===== config.mk =====
export PLATFORM = sky130hd
export DESIGN_NAME = lcd_ctrl_flat
export DESIGN_NICKNAME = d
export VERILOG_FILES = /design/src/rtl/lcd_ctrl_pkg.sv /design/src/rtl/lcd_ctrl_if.sv /design/src/rtl/lcd_cmd_fifo.sv /design/src/rtl/lcd_ctrl.sv /design/src/flat_wrapper.sv
export SDC_FILE = /design/constraint.sdc
export NUM_CORES = 1
export LEC_CHECK = 0
export ABC_AREA = 0
export BUFFER_PORTS_ARGS = -buffer_cell sky130_fd_sc_hd__buf_2
export CELL_PAD_IN_SITES_DETAIL_PLACEMENT = 1
export CELL_PAD_IN_SITES_GLOBAL_PLACEMENT = 1
export CORE_MARGIN = 2
export CORE_UTILIZATION = 40
export DETAILED_ROUTE_END_ITERATION = 8
export HOLD_SLACK_MARGIN = 0.1
export PLACE_DENSITY_LB_ADDON = 0.1
export SYNTH_ARGS = -nofsm -noshare
export SYNTH_HDL_FRONTEND = slang
export SYNTH_SLANG_ARGS = --single-unit
export TNS_END_PERCENT = 5

===== constraint.sdc =====
create_clock -name clk -period 3.8 [get_ports clk]
set_input_delay 0.38 -clock clk [delete_from_list [all_inputs] [get_ports clk]]
set_output_delay 0.38 -clock clk [all_outputs]
set_load 0.01 [all_outputs]

===== src/rtl/lcd_ctrl_pkg.sv =====
// Shared types and opcode helpers for the character-LCD write controller.
// Imported by the command FIFO, the request interface users and the top.
package lcd_ctrl_pkg;

  typedef enum logic [2:0] {
    IDLE,
    SETUP,
    EN_HI,
    HOLD,
    WAIT
  } state_t;

  typedef struct packed {
    logic       rs;
    logic [7:0] data;
  } cmd_t;

  localparam logic [7:0] OP_CLEAR    = 8'h01;
  localparam logic [7:0] OP_HOME     = 8'h02;
  localparam logic [7:0] OP_HOME_ALT = 8'h03;

  // Clear and home need the long execution wait; data bytes never do.
  function automatic logic is_long_cmd(
    input logic       rs,
    input logic [7:0] data
  );
    return !rs && (data == OP_CLEAR ||
                   data == OP_HOME  ||
                   data == OP_HOME_ALT);
  endfunction

endpackage


===== src/rtl/lcd_ctrl_if.sv =====
// Write-request handshake between the register block and the LCD controller.
// The master offers {rs, data}; the slave accepts when ready.
interface lcd_ctrl_if;

  logic       req_valid;
  logic       req_ready;
  logic       req_rs;
  logic [7:0] req_data;

  modport master (
    output req_valid,
    output req_rs,
    output req_data,
    input  req_ready
  );

  modport slave (
    input  req_valid,
    input  req_rs,
    input  req_data,
    output req_ready
  );

endinterface


===== src/rtl/lcd_cmd_fifo.sv =====
// Small synchronous FIFO of {rs, data} LCD commands.
// Registered occupancy; a push into an empty FIFO is seen one cycle later.
module lcd_cmd_fifo
  import lcd_ctrl_pkg::*;
#(
  parameter int DEPTH = 4
) (
  input  logic                   clk,
  input  logic                   reset,
  input  logic                   push,
  input  cmd_t                   din,
  input  logic                   pop,
  output cmd_t                   dout,
  output logic                   full,
  output logic                   empty,
  output logic [$clog2(DEPTH):0] level
);

  localparam int AW = $clog2(DEPTH);

  cmd_t          mem [DEPTH];
  logic [AW-1:0] wr_ptr;
  logic [AW-1:0] rd_ptr;
  logic          do_push;
  logic          do_pop;

  assign full    = (level == ($clog2(DEPTH)+1)'(DEPTH));
  assign empty   = (level == '0);
  assign do_push = push && !full;
  assign do_pop  = pop && !empty;
  assign dout    = mem[rd_ptr];

  always_ff @(posedge clk) begin
    if (do_push) mem[wr_ptr] <= din;
  end

  always_ff @(posedge clk) begin
    if (!reset) begin
      wr_ptr <= '0;
      rd_ptr <= '0;
      level  <= '0;
    end else begin
      if (do_push) wr_ptr <= wr_ptr + 1'b1;
      if (do_pop)  rd_ptr <= rd_ptr + 1'b1;
      case ({do_push, do_pop})
        2'b10:   level <= level + 1'b1;
        2'b01:   level <= level - 1'b1;
        default: level <= level;
      endcase
    end
  end

endmodule


===== src/rtl/lcd_ctrl.sv =====
// HD44780-class LCD write controller: queues {rs, data} requests and
// serialises them onto an 8-bit or 4-bit bus with programmable timing.
module lcd_ctrl
  import lcd_ctrl_pkg::*;
#(
  parameter int BUS_W     = 8,
  parameter int DEPTH     = 4,
  parameter int SETUP_CYC = 2,
  parameter int PW_CYC    = 9,
  parameter int HOLD_CYC  = 2,
  parameter int EXEC_CYC  = 66,
  parameter int LONG_CYC  = 2000,
  parameter int CNT_W     = 8
) (
  input  logic                   clk,
  input  logic                   reset,
  lcd_ctrl_if.slave              req,
  output logic                   lcd_rs,
  output logic                   lcd_rw,
  output logic                   lcd_e,
  output logic [BUS_W-1:0]       lcd_d,
  output logic                   busy,
  output logic                   done,
  output logic [CNT_W-1:0]       done_cnt,
  output logic [$clog2(DEPTH):0] fifo_level
);

  if (BUS_W != 8 && BUS_W != 4) begin : g_bad_bus
    $error("lcd_ctrl: BUS_W must be 8 or 4");
  end

  localparam int M1 = (SETUP_CYC > PW_CYC) ? SETUP_CYC : PW_CYC;
  localparam int M2 = (M1 > HOLD_CYC) ? M1 : HOLD_CYC;
  localparam int M3 = (M2 > LONG_CYC) ? M2 : LONG_CYC;
  localparam int TW = $clog2(M3 + 1);

  state_t        state;
  logic [TW-1:0] tmr;
  cmd_t          cur;
  cmd_t          head;
  logic          lo_nib;
  logic          fifo_full;
  logic          fifo_empty;
  logic          tmr_done;

  assign tmr_done      = (tmr == '0);
  assign req.req_ready = !fifo_full;
  assign busy          = !fifo_empty || (state != IDLE);
  assign lcd_rw        = 1'b0;

  lcd_cmd_fifo #(
    .DEPTH (DEPTH)
  ) u_fifo (
    .clk   (clk),
    .reset (reset),
    .push  (req.req_valid),
    .din   ({req.req_rs, req.req_data}),
    .pop   (state == IDLE),
    .dout  (head),
    .full  (fifo_full),
    .empty (fifo_empty),
    .level (fifo_level)
  );

  // Each phase loads N-1 and runs until the timer reaches zero.
  always_ff @(posedge clk) begin
    if (!reset) begin
      state    <= IDLE;
      tmr      <= '0;
      cur      <= '0;
      lo_nib   <= 1'b0;
      lcd_rs   <= 1'b0;
      lcd_e    <= 1'b0;
      lcd_d    <= '0;
      done     <= 1'b0;
      done_cnt <= '0;
    end else begin
      done <= 1'b0;
      if (state != IDLE && !tmr_done) tmr <= tmr - 1'b1;
      unique case (state)
        IDLE: if (!fifo_empty) begin
          cur    <= head;
          lcd_rs <= head.rs;
          lcd_d  <= head.data[7 -: BUS_W];
          lo_nib <= 1'b0;
          tmr    <= TW'(SETUP_CYC - 1);
          state  <= SETUP;
        end
        SETUP: if (tmr_done) begin
          lcd_e <= 1'b1;
          tmr   <= TW'(PW_CYC - 1);
          state <= EN_HI;
        end
        EN_HI: if (tmr_done) begin
          lcd_e <= 1'b0;
          tmr   <= TW'(HOLD_CYC - 1);
          state <= HOLD;
        end
        HOLD: if (tmr_done) begin
          if (BUS_W == 4 && !lo_nib) begin
            lo_nib <= 1'b1;
            lcd_d  <= cur.data[BUS_W-1:0];
            tmr    <= TW'(SETUP_CYC - 1);
            state  <= SETUP;
          end else begin
            tmr   <= is_long_cmd(cur.rs, cur.data) ?
                     TW'(LONG_CYC - 1) : TW'(EXEC_CYC - 1);
            state <= WAIT;
          end
        end
        WAIT: if (tmr_done) begin
          done     <= 1'b1;
          done_cnt <= done_cnt + 1'b1;
          state    <= IDLE;
        end
        default: state <= IDLE;
      endcase
    end
  end

endmodule

===== src/flat_wrapper.sv =====
// flat-port wrapper written by rule: the top's interface ports become plain ports
module lcd_ctrl_flat import lcd_ctrl_pkg::*;
#(
  parameter int BUS_W     = 8,
  parameter int DEPTH     = 4,
  parameter int SETUP_CYC = 2,
  parameter int PW_CYC    = 9,
  parameter int HOLD_CYC  = 2,
  parameter int EXEC_CYC  = 66,
  parameter int LONG_CYC  = 2000,
  parameter int CNT_W     = 8
)
  (clk, reset, lcd_rs, lcd_rw, lcd_e, lcd_d, busy, done, done_cnt, fifo_level, req_req_valid, req_req_rs, req_req_data, req_req_ready);
  lcd_ctrl_if req_i ();
  input  logic clk;
  input  logic reset;
  output logic lcd_rs;
  output logic lcd_rw;
  output logic lcd_e;
  output logic [BUS_W-1:0] lcd_d;
  output logic busy;
  output logic done;
  output logic [CNT_W-1:0] done_cnt;
  output logic [$clog2(DEPTH):0] fifo_level;
  input wire logic [$bits(req_i.req_valid)-1:0] req_req_valid;
  input wire logic [$bits(req_i.req_rs)-1:0] req_req_rs;
  input wire logic [$bits(req_i.req_data)-1:0] req_req_data;
  output wire logic [$bits(req_i.req_ready)-1:0] req_req_ready;
  assign req_i.req_valid = req_req_valid;
  assign req_i.req_rs = req_req_rs;
  assign req_i.req_data = req_req_data;
  assign req_req_ready = req_i.req_ready;
  lcd_ctrl #(.BUS_W(BUS_W), .DEPTH(DEPTH), .SETUP_CYC(SETUP_CYC), .PW_CYC(PW_CYC), .HOLD_CYC(HOLD_CYC), .EXEC_CYC(EXEC_CYC), .LONG_CYC(LONG_CYC), .CNT_W(CNT_W)) u_core (.clk(clk), .reset(reset), .req(req_i), .lcd_rs(lcd_rs), .lcd_rw(lcd_rw), .lcd_e(lcd_e), .lcd_d(lcd_d), .busy(busy), .done(done), .done_cnt(done_cnt), .fifo_level(fifo_level));
endmodule

Yosys cells after proc, flatten, opt, wreduce, memory -nomap -nowiden. Memory sizes are Yosys's and may differ from the RTL's. A register that Yosys moved wholly into a read port is not among the register bits. Index checks and enable logic that the tools add are counted.

Reduce and logical (&&, ||, !) cells: 23. Bitwise operators: 1. Divide/modulo/power cells: 0. Multipliers: 0. Eq/ne operators: 15. Mux-type cells: 20. Magnitude comparators: 0. Shift-type cells: 0. Add/sub/neg operators: 6.

Operators with widths (count): 11-bit two-way mux (6); 11-bit case mux with 4 select lines (1); 8-bit by 2-bit == test with 1-bit output (second input constant) (2); 3-bit two-way mux (5); 3-bit case mux with 5 select lines (1); 11-bit zero test (1); 11-bit by 1-bit subtractor with 11-bit output (second input constant) (1); 8-bit by 1-bit adder with 8-bit output (second input constant) (1); 8-bit by 1-bit == test with 1-bit output (second input constant) (1); 2-bit by 1-bit inequality test with 1-bit output (second input constant) (4); 3-bit by 2-bit == test with 1-bit output (second input constant) (2); 3-bit == test (second input constant) (2); 3-bit zero test (2); 3-bit case mux with 2 select lines (1); 2-bit AND reduction (3); 1-bit zero test (5); 1-bit two-way mux (5); 5-bit AND reduction (1); 2-bit by 1-bit adder with 2-bit output (second input constant) (2); 1-bit logical AND (4); 2-bit nonzero test (2); 3-bit by 1-bit adder with 3-bit output (second input constant) (1); 3-bit by 1-bit == test with 1-bit output (second input constant) (1); 1-bit logical OR (3); 8 further kinds (8).

Memory bits (read-only): 0. Bits in writable memories: 36. Memories: 1. Latch bits: 0. Bits in registers: 31. Word-level logic and storage cells: 74.

Memory list: u_core.u_fifo.mem (words 4, width 9, rd ports 1, clocked after Yosys merged registers in 1, write ports 1, line lcd_cmd_fifo.sv:21) `cmd_t mem [DEPTH];`.

Logic depth before layout (Yosys ltp). Gate-level depths: netlist of the first run.

Depth after elaboration: 7. Gate-level depth with buffers: 11.

Cells and area by module. A second synthesis of the first run with hierarchy kept.

Cells, all modules: 309. Area total of the unflattened synthesis: 3529.6 sq um.

By module, submodules not included: lcd_cmd_fifo (cells each 101, area an instance 1786.7 sq um, times used 1, sequential area each 1261.2 sq um); lcd_ctrl (cells each 208, area an instance 1742.9 sq um, times used 1, sequential area each 660.6 sq um).

Worst setup path before layout of the first run. OpenSTA, ideal clock, no wires.

Path type: reg-to-reg. From: register u_core.state[1]. To: register u_core.u_fifo.level[2]. Path buffers: 2. Stages on the path, launching flop included: 12. Path slack: 1.122 ns. Data arrival time: 2.607 ns. Library setup time: 0.071 ns. Data required time: 3.729 ns. Cells stage by stage: dfxtp_1 -> clkbuf_1 -> nor3_1 -> nand2_1 -> inv_1 -> buf_1 -> ha_1 -> inv_1 -> fa_1 -> xor2_1 -> or3_1 -> a21oi_1.

Cells in the longest elaborated chain, start to end: 4. Elaborated cells between the ends (all ways): 6. Those cells by class: 2 x eq/ne; 1 x mux; 3 x reduce/logical.

RTL lines: start: declaration (line lcd_ctrl.sv:37) `state_t state;`; start signal: assignment (line lcd_ctrl.sv:68) `state <= IDLE;`; start signal: assignment (line lcd_ctrl.sv:87) `state <= SETUP;`; start signal: assignment (line lcd_ctrl.sv:92) `state <= EN_HI;`; 3-bit zero test * (line lcd_ctrl.sv:58) `.pop (state == IDLE),`; 1-bit logical AND * (line lcd_cmd_fifo.sv:30) `assign do_pop = pop && !empty;`; named net u_core.u_fifo.do_pop (line lcd_cmd_fifo.sv:25) `logic do_pop;`; 2-bit by 1-bit == test with 1-bit output / 2-bit == test (equally long branches) (line lcd_cmd_fifo.sv:45) `case ({do_push, do_pop})`; 3-bit case mux with 2 select lines / 2-bit nonzero test (equally long branches); end signal: assignment (line lcd_cmd_fifo.sv:46) `2'b10: level <= level + 1'b1;`; end signal: assignment (line lcd_cmd_fifo.sv:47) `2'b01: level <= level - 1'b1;`; end signal: assignment (line lcd_cmd_fifo.sv:48) `default: level <= level;`; end: declaration (line lcd_cmd_fifo.sv:16) `output logic [$clog2(DEPTH):0] level`.

The timed path passes the listed nets; every way through them passes the cells marked *. A chain may end at the register's enable or synchronous reset.

Final worst setup path of the first run.
From: register u_core.state[2]. To: register u_core.u_fifo.level[2].

Cells in the longest elaborated chain, start to end: 4. Elaborated cells between the ends (all ways): 6. Those cells by class: 2 x eq/ne; 1 x mux; 3 x reduce/logical.

RTL lines (line): 3-bit zero test * (lcd_ctrl.sv:58); 1-bit logical AND * (lcd_cmd_fifo.sv:30); 2-bit by 1-bit == test with 1-bit output / 2-bit == test (equally long branches) (lcd_cmd_fifo.sv:45); 3-bit case mux with 2 select lines / 2-bit nonzero test (equally long branches).

Mark *: on every way between the ends. The rest lies on a longest branch, timed or not.

==> results of run 1 <==
layer usage:
| metal | share of wire (%) | up-vias | wire length, µm | global-route usage (%) |
|---|---|---|---|---|
| li1 | - | 1158 | - | - |
| met4 | 0.82 | 0 | 59 | 4.29 |
| met1 | 52 | 1165 | 3740 | 24.1 |
| met3 | 4.3 | 4 | 306 | 4.46 |
| met2 | 43 | 46 | 3100 | 24.7 |
| met5 | 0 | - | 0 | 0 |
metrics by stage:
step | instance area, µm² | setup WS, ps
after floorplan | 3410 | 1120
after global placement | 3640 | 1040
after detailed placement | 3640 | 876
after CTS | 3820 | 854
after global routing | 3820 | 644
final | 3820 | 890
synth_stat cells, types with 6 or more instances:
cell / instances / area (µm²)
dfxtp_1: 40 / 801
edfxtp_1: 36 / 1080
nand2_1: 32 / 120
nor2_1: 26 / 97.6
a21oi_1: 25 / 125
inv_1: 13 / 48.8
mux4_2: 9 / 203
o21ai_0: 9 / 45.0
ha_1: 8 / 100
clkbuf_1: 7 / 26.3
nor3_1: 7 / 35.0
or3_1: 7 / 43.8
xor2_1: 7 / 61.3
nand4_1: 6 / 37.5
o21a_1: 6 / 45.0
power by group through the flow:
stage                     clock network (mW)  registers, mW  logic (mW)
after floorplan                            0           1.16        1.13
after global placement                     0           1.22        1.41
after detailed placement                   0           1.22        1.42
after CTS                              0.572           1.20        1.43
after global routing                   0.611           1.23        1.58
final                                  0.553           1.20        1.41
layout by cell type (no fill, tap or decap), types with 5 or more instances in the layout:
| cell | instances |
|---|---|
| a21oi_1 | 25 |
| and3_1 | 5 |
| buf_2 | 35 |
| clkbuf_8 | 9 |
| dfxtp_1 | 40 |
| edfxtp_1 | 36 |
| ha_1 | 8 |
| inv_1 | 13 |
| mux4_2 | 9 |
| nand2_1 | 32 |
| nand4_1 | 6 |
| nor2_1 | 26 |
| nor3_1 | 7 |
| o21a_1 | 6 |
| o21ai_0 | 9 |
| or3_1 | 7 |
| xnor2_1 | 5 |
| xor2_1 | 7 |
worst reg2reg max path, delay by kind of cell (launching register included):
family / cells / cell delay [ps]
flops: 1 / 480
xor+xnor: 1 / 150
compound gates: 1 / 160
fa+ha+maj: 2 / 630
simple gates: 3 / 960
buf+inv: 2 / 430
final timing paths:
| path | start | end | slack (ps) | cells after the start |
|---|---|---|---|---|
| setup / recovery | u_core.state[2] | u_core.u_fifo.level[2] | 890 | 9 |
| hold / removal | req_req_data[4] | u_core.u_fifo.mem[1][4] | 260 | 1 |
| setup reg to reg | u_core.state[2] | u_core.u_fifo.level[2] | 890 | 9 |
| hold reg to reg | u_core.lcd_d[2] | u_core.lcd_d[2] | 470 | 2 |
cells by family (layout without fill, tap and decap cells):
family                   after synthesis  in the layout
AO/OA/AOI/OAI                         54             54
XOR/XNOR                              12             12
adder cells (fa/ha/maj)                9              9
buffers and inverters                 27             65
flip-flops                            76             76
multiplexers                          12             12
other                                  1              1
AND/OR/NAND/NOR                      108            108
state kept, by name (all words and copies together), names as in the netlist:
name and cells:
u_core.done_cnt 8, u_core.done 1, u_core.u_fifo.mem 36, u_core.lcd_d 8, u_core.lcd_rs 1, u_core.state 3, u_core.lcd_e 1, u_core.u_fifo.wr_ptr 2
u_core.tmr 11, u_core.u_fifo.rd_ptr 2, u_core.u_fifo.level 3
cell type report:
type	count	area share [%]
clock inverters	6	1.28
inverters	14	1.38
multi-input cells	196	36.7
flip-flops and latches	76	49.2
well taps	105	3.44
repair buffers	35	4.58
clock buffers	10	3.34
==> impl_metrics.py, run 1 <==
metrics = {
    "status": {
        "status": "complete, no violations",
    },
    "floorplan": {
        "rows": 33,
        "start_util_pct": 41.4,
        "die_w_um": 96.3,
        "core-area_um2": 8220,
        "ios": 37,
        "die_area_um2": 9270,
        "fp.dieH_um": 96.3,
    },
    "detailed_routing": {
        "wl_per_cell_um": 16.3,
        "drc": 0,
        "vias": 2373,
        "firstDrtPassIters": 4,
        "postRouteAntennaNets": 0,
        "drt_iter0_drc": 92,
        "avgViaCountPerCell": 5.37,
        "wl_mm": 7.20,
    },
    "setup_path": {
        "crit_top_cell": "inv_1",
        "path_class": "reg -> reg",
        "slowest_delay_ps": 480,
        "cp-end-kind": "flop",
        "cp_slowest_cell": "dfxtp_1",
        "crit_arrival_ps": 3140,
        "critPathTopFamily": "simple AND/OR/NAND/NOR gates",
        "path_max_fanout": 16,
        "path_cells": "nor3_1, nand2_1, inv_1, ha_1, inv_1, fa_1, xor2_1, or3_1, a21oi_1",
        "start_kind": "flop",
        "cp.required_ps": 4030,
        "critPathBufInv": 2,
    },
    "clock_network": {
        "ctsHoldBuffers": 0,
        "cts_tree": "built",
        "h-tree-depth": 3,
        "clk_latency_ps": 340,
        "clkTransAtPathRegs_ps": 90,
        "postCtsSetupRepairBufs": 0,
        "numCtsBuffers": 9,
        "cts.repair.resized": 0,
        "cts_sinks": 76,
        "root_buffer": "clkbuf_8",
        "clockBufferDepth": 2,
    },
    "logic_synthesis": {
        "async_flop_share_pct": 0,
        "synth_top_family_by_area": "simple AND/OR/NAND/NOR gates",
        "netlist_area_um2": 3410,
        "yosys_most_used_dff": "dfxtp_1",
        "synth_simple_gate_area_share_pct": 17.8,
        "yosysSeqAreaShare_pct": 55.3,
        "yosysWarnings": 0,
        "synth_xor_area_share_pct": 3.09,
        "synthMuxAreaShare_pct": 6.83,
        "synth.avg_cell_area_um2": 11.4,
        "ys_types": 49,
        "syn_nets": 320,
        "synth_edf_count": 36,
        "synth_compound_area_share_pct": 9.88,
        "ys_ff_latch": 76,
        "synth_cells": 299,
        "synthAdderAreaFrac_pct": 3.53,
    },
    "placed_design": {
        "place.gp.congestion": 0.791,
        "portBuffers": 35,
        "dp.cells": 426,
        "dp_hpwl_mm": 5.26,
    },
    "grt": {
        "grt_start_max_net_pins": 27,
        "antenna_found_initial": 0,
        "grt_pass1_wl_mm": 11.6,
        "grtUsageTotal_pct": 16.7,
        "grt_pass1_vias": 2261,
        "grt_overflow": 0,
    },
    "min_path": {
        "hp-class": "in -> reg",
    },
    "finish": {
        "stdcell_count": 442,
        "final_util_pct": 46.5,
        "fillers": 923,
        "layout.area.seq_um2": 1880,
        "nets": 353,
        "multi_input_area_um2": 1400,
        "layout-drive-gt1-share_pct": 21.4,
        "area_growth_pct": 12.2,
        "diodes": 0,
    },
    "power_and_ir_drop": {
        "p_int_mw": 1.81,
        "p_per_area_nw_per_um2": 826,
        "ir_drop_mv": 0.311,
        "total_power_mw": 3.16,
        "power_switching_mw": 1.35,
        "comb_power_share_pct": 44.5,
        "seq_power_share_pct": 38.0,
        "clockPowerShare_pct": 17.5,
        "switching_share_pct": 42.6,
        "leakage_nw": 1.39,
    },
    "sta": {
        "max_clock_freq_mhz": 344,
        "rsz0062_at_grt": "false",
        "hold_ws_ps": 257,
        "period_minus_slack_ps": 2910,
        "setup_viol": 0,
        "hold_viol": 0,
        "setup_tns_ps": 0,
        "period_share_pct": 76.6,
        "tightest_slew_ps": 853,
        "finalMaxSlewViolations": 0,
        "fin_worst_skew_ps": 16.2,
        "relSlewSlack_pct": 42.8,
    },
    "job": {
        "maxCapViolations": 0,
    },
}
Power figures use the tool's default switching activity.
==> inputs of run 2 (changes only) <==
Settings changed: ABC_AREA 0 to 1.
Clock period 3.8 ns to 2.65 ns, I/O delays scaled along.
==> impl_metrics.py, run 2 <==
metrics = {
    "status": {
        "status": "complete, no violations",
    },
    "logic_synthesis": {
        "yosysSeqAreaShare_pct": 51.5,
        "synth_area_leaders": "edfxtp_1 30%, dfxtp_1 22%, nor2_1 7.4%, nand2_1 6.4%, o21ai_0 5.6%",
        "async_flop_share_pct": 0,
        "synth_edf_count": 36,
        "yosys_most_used_dff": "dfxtp_1",
        "synth.avg_cell_area_um2": 8.69,
        "ys_types": 40,
        "netlist_area_um2": 3660,
        "yosysMostFrequentCell": "nor2_1",
        "synth.cells.most_frequent": "72 x nor2_1, 62 x nand2_1, 43 x inv_1",
        "syn_nets": 442,
        "synth_top_area_cell": "edfxtp_1",
        "yosysWarnings": 0,
        "ys_ff_latch": 76,
        "yosysTopAreaCellShare_pct": 29.6,
        "synth_cells": 421,
    },
    "finish": {
        "area_growth_pct": 15.8,
        "largest_reg_flops": 36,
        "final_common_cell": "nor2_1",
        "layout-drive-gt1-share_pct": 19.4,
        "stdcell_count": 578,
        "diodes": 0,
        "nets": 486,
        "top_regs": "u_core.u_fifo.mem x36, u_core.tmr x11",
        "mostFrequentLayoutCells": "72 x nor2_1, 62 x nand2_1, 43 x inv_1",
        "regMostFlops": "u_core.u_fifo.mem",
        "fillers": 1056,
    },
    "min_path": {
        "hp-class": "in -> reg",
        "holdPathStages": 1,
        "hold_end": "u_core.u_fifo.mem[1][3]",
        "hp-start": "req_req_data[3]",
    },
    "clock_network": {
        "numCtsBuffers": 9,
        "h-tree-depth": 3,
        "root_buffer": "clkbuf_8",
        "clockBufferDepth": 2,
        "clkTransAtPathRegs_ps": 90,
        "cts_sinks": 76,
        "clk_latency_ps": 360,
        "postCtsSetupRepairBufs": 0,
        "cts_tree": "built",
    },
    "power_and_ir_drop": {
        "ir_drop_mv": 0.459,
        "leakage_nw": 1.80,
        "p_per_area_nw_per_um2": 1330,
    },
    "setup_path": {
        "path_class": "reg -> reg",
        "cp.required_ps": 2890,
        "reg2reg_slack_ps": 540,
        "path_cells": "inv_2, nand2_4, nor2_4, inv_2, nor2_4, ha_1, inv_1, fa_1, a21oi_1, o21ai_0, o21ai_0, a21oi_1",
        "cp_slowest_cell": "fa_1",
        "crit_arrival_ps": 2350,
        "start_kind": "flop",
        "critPathBufInv": 3,
        "worst_r2r_startpoint": "u_core.state[2]",
        "rr_worst_depth": 12,
        "critPathTopFamily": "adder cells",
        "slowest_delay_ps": 370,
        "r2r-end": "u_core.u_fifo.level[2]",
        "path_max_fanout": 5,
        "cp-end-kind": "flop",
    },
    "placed_design": {
        "portBuffers": 35,
        "dp.cells": 559,
        "dp_hpwl_mm": 6.05,
        "place.gp.congestion": 0.770,
        "pre_cts_slack_ps": 563,
    },
    "floorplan": {
        "fp.dieH_um": 99.6,
        "ios": 37,
        "rows": 34,
        "core-area_um2": 8810,
        "start_util_pct": 41.5,
        "die_w_um": 99.6,
        "die_area_um2": 9920,
    },
    "sta": {
        "relSlewSlack_pct": 61.6,
        "period_share_pct": 79.6,
        "max_clock_freq_mhz": 474,
        "rsz0062_at_grt": "false",
        "finalMaxSlewViolations": 0,
        "hold_viol": 0,
        "setup_tns_ps": 0,
        "period_minus_slack_ps": 2110,
        "fin_worst_skew_ps": 14.5,
        "setup_slack_ps": 541,
        "setup_viol": 0,
        "tightest_slew_ps": 576,
    },
    "detailed_routing": {
        "firstDrtPassIters": 4,
        "wl_per_cell_um": 15.1,
        "wl_mm": 8.75,
        "vias": 2924,
        "drc": 0,
        "postRouteAntennaNets": 0,
        "drt_iter0_drc": 104,
        "avgViaCountPerCell": 5.06,
    },
    "grt": {
        "grt_start_max_net_pins": 23,
        "grt_overflow": 0,
        "grt_pass1_wl_mm": 14.9,
        "grtUsageTotal_pct": 19.2,
        "grt_pass1_vias": 3053,
        "antenna_found_initial": 0,
    },
    "job": {
        "maxCapViolations": 0,
    },
}
## run 2: cell count changes after synthesis, moves of 5 or more
cell	previous run	this run
and3_1	5	0
inv_1	13	43
nor2_1	26	72
nand3_1	4	17
o21ai_0	9	41
mux4_2	9	0
a31oi_1	1	9
o21a_1	6	0
nor2_2	0	7
nand2_1	32	62
or3_1	7	0
## run 2: final cells by class
| cell class | count | area, µm² | share of cell area [%] |
|---|---|---|---|
| Tap cell | 108 | 135 | 3.19 |
| Multi-Input combinational cell | 287 | 1540 | 36.4 |
| Inverter | 46 | 173 | 4.08 |
| Clock inverter | 7 | 124 | 2.92 |
| Timing Repair Buffer | 45 | 258 | 6.09 |
| Sequential cell | 76 | 1880 | 44.4 |
| Clock buffer | 9 | 124 | 2.92 |
## run 2: metrics by stage
| step | hold slack, ps | util, % | power, mW | area, µm² |
|---|---|---|---|---|
| floorplan | 364 | - | 3.87 | 3660 |
| global placement | 463 | 44.9 | 4.52 | 3960 |
| detailed placement | 480 | 44.9 | 4.59 | 3960 |
| CTS | 102 | 48.1 | 5.73 | 4240 |
| global route | 116 | 48.1 | 6.17 | 4240 |
| finish | 117 | 48.1 | 5.65 | 4240 |
## run 2: worst reg2reg max path, cell delays in order, from the launching register on
cell,delay (ps)
dfxtp_1,360
inv_2,170
nand2_4,80
nor2_4,160
inv_2,70
nor2_4,90
ha_1,140
inv_1,60
fa_1,370
a21oi_1,140
o21ai_0,120
o21ai_0,170
a21oi_1,60
## run 2: how the worst max path moves through the flow
stage	startpoint	cells after the start	end
2_1_floorplan	u_core.state[2]	13	u_core.u_fifo.level[2]
3_3_place_gp	u_core.state[2]	12	u_core.u_fifo.level[2]
3_5_place_dp	u_core.state[2]	12	u_core.u_fifo.level[2]
4_1_cts	u_core.state[2]	12	u_core.u_fifo.level[2]
5_1_grt	u_core.state[2]	12	u_core.u_fifo.level[2]
6_report	u_core.state[2]	12	u_core.u_fifo.level[2]
## run 2: cell families after synthesis
logic type / synth area share [%]
XOR/XNOR: 1.44
adder cells (fa/ha/maj): 3.28
flip-flops: 51.5
AND/OR/NAND/NOR: 25.0
buffers and inverters: 6.43
other: 0.103
AO/OA/AOI/OAI: 12.3
## run 2: routing by layer
metal,GRT usage (%),wire (µm)
met1,24.0,4120
met2,33.6,4290
met3,2.53,170
met4,8.01,165
met5,0,0
## run 2: report_power, final
group	internal (mW)	leakage (nW)	switching, mW
Sequential	1.49	0.657	0.211
Clock	0.634	0.125	0.473
Combinational	0.970	1.01	1.88
## run 2: repair_timing
action                                 CTS  global route
hold buffers                             3             0
gates resized for setup                  0             0
endpoints found under the hold margin    6             0
==> inputs of run 3 (changes only) <==
Settings changed: ABC_AREA 1 to 0.
Clock period 2.65 ns to 1.9 ns, I/O delays scaled along.
==> impl_metrics.py, run 3 (same netlist as run 1, synthesis figures left out) <==
metrics = {
    "finish": {
        "final_common_cell": "buf_4",
        "nets": 434,
        "largest_reg_flops": 36,
        "regMostFlops": "u_core.u_fifo.mem",
        "layout-drive-gt1-share_pct": 41.9,
        "fillers": 926,
        "area_growth_pct": 36.6,
        "top_regs": "u_core.u_fifo.mem x36, u_core.tmr x11",
        "multi_input_area_um2": 1570,
        "diodes": 0,
        "layout.area.seq_um2": 1890,
        "mostFrequentLayoutCells": "65 x buf_4, 37 x dfxtp_1, 36 x edfxtp_1",
    },
    "clock_network": {
        "cts_sinks": 76,
        "h-tree-depth": 3,
        "clockBufferDepth": 2,
        "root_buffer": "clkbuf_8",
        "clk_latency_ps": 360,
        "clkTransAtPathRegs_ps": 90,
        "numCtsBuffers": 9,
        "cts_tree": "built",
    },
    "detailed_routing": {
        "wl_mm": 8.88,
        "postRouteAntennaNets": 0,
        "drt_iter0_drc": 116,
        "avgViaCountPerCell": 5.18,
        "wl_per_cell_um": 17.0,
        "vias": 2708,
        "drc": 0,
        "firstDrtPassIters": 4,
    },
    "floorplan": {
        "core-area_um2": 8220,
        "fp.dieH_um": 96.3,
        "rows": 33,
        "start_util_pct": 41.4,
        "die_area_um2": 9270,
        "die_w_um": 96.3,
        "ios": 37,
    },
    "setup_path": {
        "worst_r2r_startpoint": "u_core.tmr[0]",
        "start_kind": "flop",
        "crit_cells": 8,
        "path_max_fanout": 3,
        "critPathTopFamily": "simple AND/OR/NAND/NOR gates",
        "cp-end-kind": "flop",
        "path_cells": "inv_2, ha_4, or4b_4, buf_6, nor3_4, and3_4, nor3_4, a2111oi_4",
        "crit_top_cell": "nor3_4",
        "cp.required_ps": 2160,
        "critPathBufInv": 2,
        "slowest_delay_ps": 500,
        "reg2reg_slack_ps": -230,
        "rr_worst_depth": 8,
        "path_class": "reg -> reg",
        "r2r-end": "u_core.tmr[9]",
        "cp_slowest_cell": "or4b_4",
        "crit_arrival_ps": 2390,
    },
    "sta": {
        "relSlewSlack_pct": 62.4,
        "hold_viol": 0,
        "setup_slack_ps": -227,
        "max_clock_freq_mhz": 470,
        "fin_worst_skew_ps": 11.7,
        "finalMaxSlewViolations": 0,
        "period_share_pct": 112,
        "hold_ws_ps": 275,
        "period_minus_slack_ps": 2130,
        "setup_viol": 23,
        "tightest_slew_ps": 559,
        "rsz0062_at_grt": "true",
    },
    "status": {
        "violations": "negative setup slack",
        "status": "finished, violations left",
    },
    "placed_design": {
        "place.gp.congestion": 0.820,
        "dp_hpwl_mm": 5.86,
        "portBuffers": 35,
    },
    "grt": {
        "grt_start_max_net_pins": 15,
        "grt_overflow": 0,
        "antenna_found_initial": 0,
        "grt_pass1_vias": 2744,
        "grt_pass1_wl_mm": 14.1,
        "grtUsageTotal_pct": 20.4,
    },
    "min_path": {
        "hp-class": "in -> reg",
        "holdPathStages": 3,
        "hp-start": "reset",
        "hold_end": "u_core.tmr[1]",
    },
    "power_and_ir_drop": {
        "switching_share_pct": 40.5,
        "seq_power_share_pct": 26.0,
        "p_per_area_nw_per_um2": 1860,
        "ir_drop_mv": 0.771,
        "total_power_mw": 8.65,
        "p_int_mw": 5.14,
        "power_switching_mw": 3.50,
        "clockPowerShare_pct": 13.3,
        "leakage_nw": 1.83,
        "comb_power_share_pct": 60.7,
    },
    "job": {
        "maxCapViolations": 0,
    },
}
## run 3: timing repair
item	CTS	global route
endpoints found under the setup margin	23	25
hold buffers	9	0
pin swaps	22	14
setup buffers	6	8
resized for setup	25	17
hold endpoints to repair	36	0
## run 3: cell type report
cell class / count / share of cell area [%]
Inverter: 14 / 1.13
Tap cell: 105 / 2.82
Sequential cell: 76 / 40.5
Multi-Input combinational cell: 196 / 33.8
Clock inverter: 6 / 1.05
Timing Repair Buffer: 116 / 17.9
Clock buffer: 10 / 2.74
## run 3: tightest hold or removal path: stages
cell,delay (ps)
buf_2,110
buf_4,180
o21a_1,110
## run 3: how the worst max path moves through the flow
stage / from / endpoint / slack [ps]
2_1_floorplan: u_core.state[0] / u_core.u_fifo.level[2] / -220
3_5_place_dp: u_core.tmr[1] / u_core.tmr[9] / -270
3_3_place_gp: u_core.tmr[0] / u_core.tmr[9] / -190
5_1_grt: u_core.tmr[0] / u_core.tmr[9] / -320
6_report: u_core.tmr[0] / u_core.tmr[9] / -230
4_1_cts: u_core.tmr[1] / u_core.done_cnt[4] / -190
## run 3: per-stage QoR
stage	std cells	TNS, ps	area, µm²	worst slack [ps]	util, %
6_report	523	-2960	4650	-227	56.6
5_1_grt	523	-5410	4650	-315	56.6
4_1_cts	515	-1690	4500	-190	54.8
3_5_place_dp	484	-3070	4110	-273	50.1
3_3_place_gp	484	-2230	4110	-189	50.1
2_1_floorplan	299	-1870	3460	-221	-
## run 3: metal layers
metal / vias up / track usage, % / wire length [µm]
met5: - / 0 / 0
met4: 0 / 6.07 / 97
met3: 8 / 3.99 / 246
met2: 47 / 32.0 / 4140
met1: 1329 / 28.7 / 4400
li1: 1324 / - / -
## run 3: power by group through the flow
stage | Sequential (mW) | Clock (mW) | Combinational [mW]
finish | 2.25 | 1.15 | 5.25
global route | 2.29 | 1.23 | 5.67
CTS | 2.25 | 1.17 | 4.68
detailed placement | 2.27 | 0 | 4.24
global placement | 2.26 | 0 | 4.18
floorplan | 2.32 | 0 | 2.38
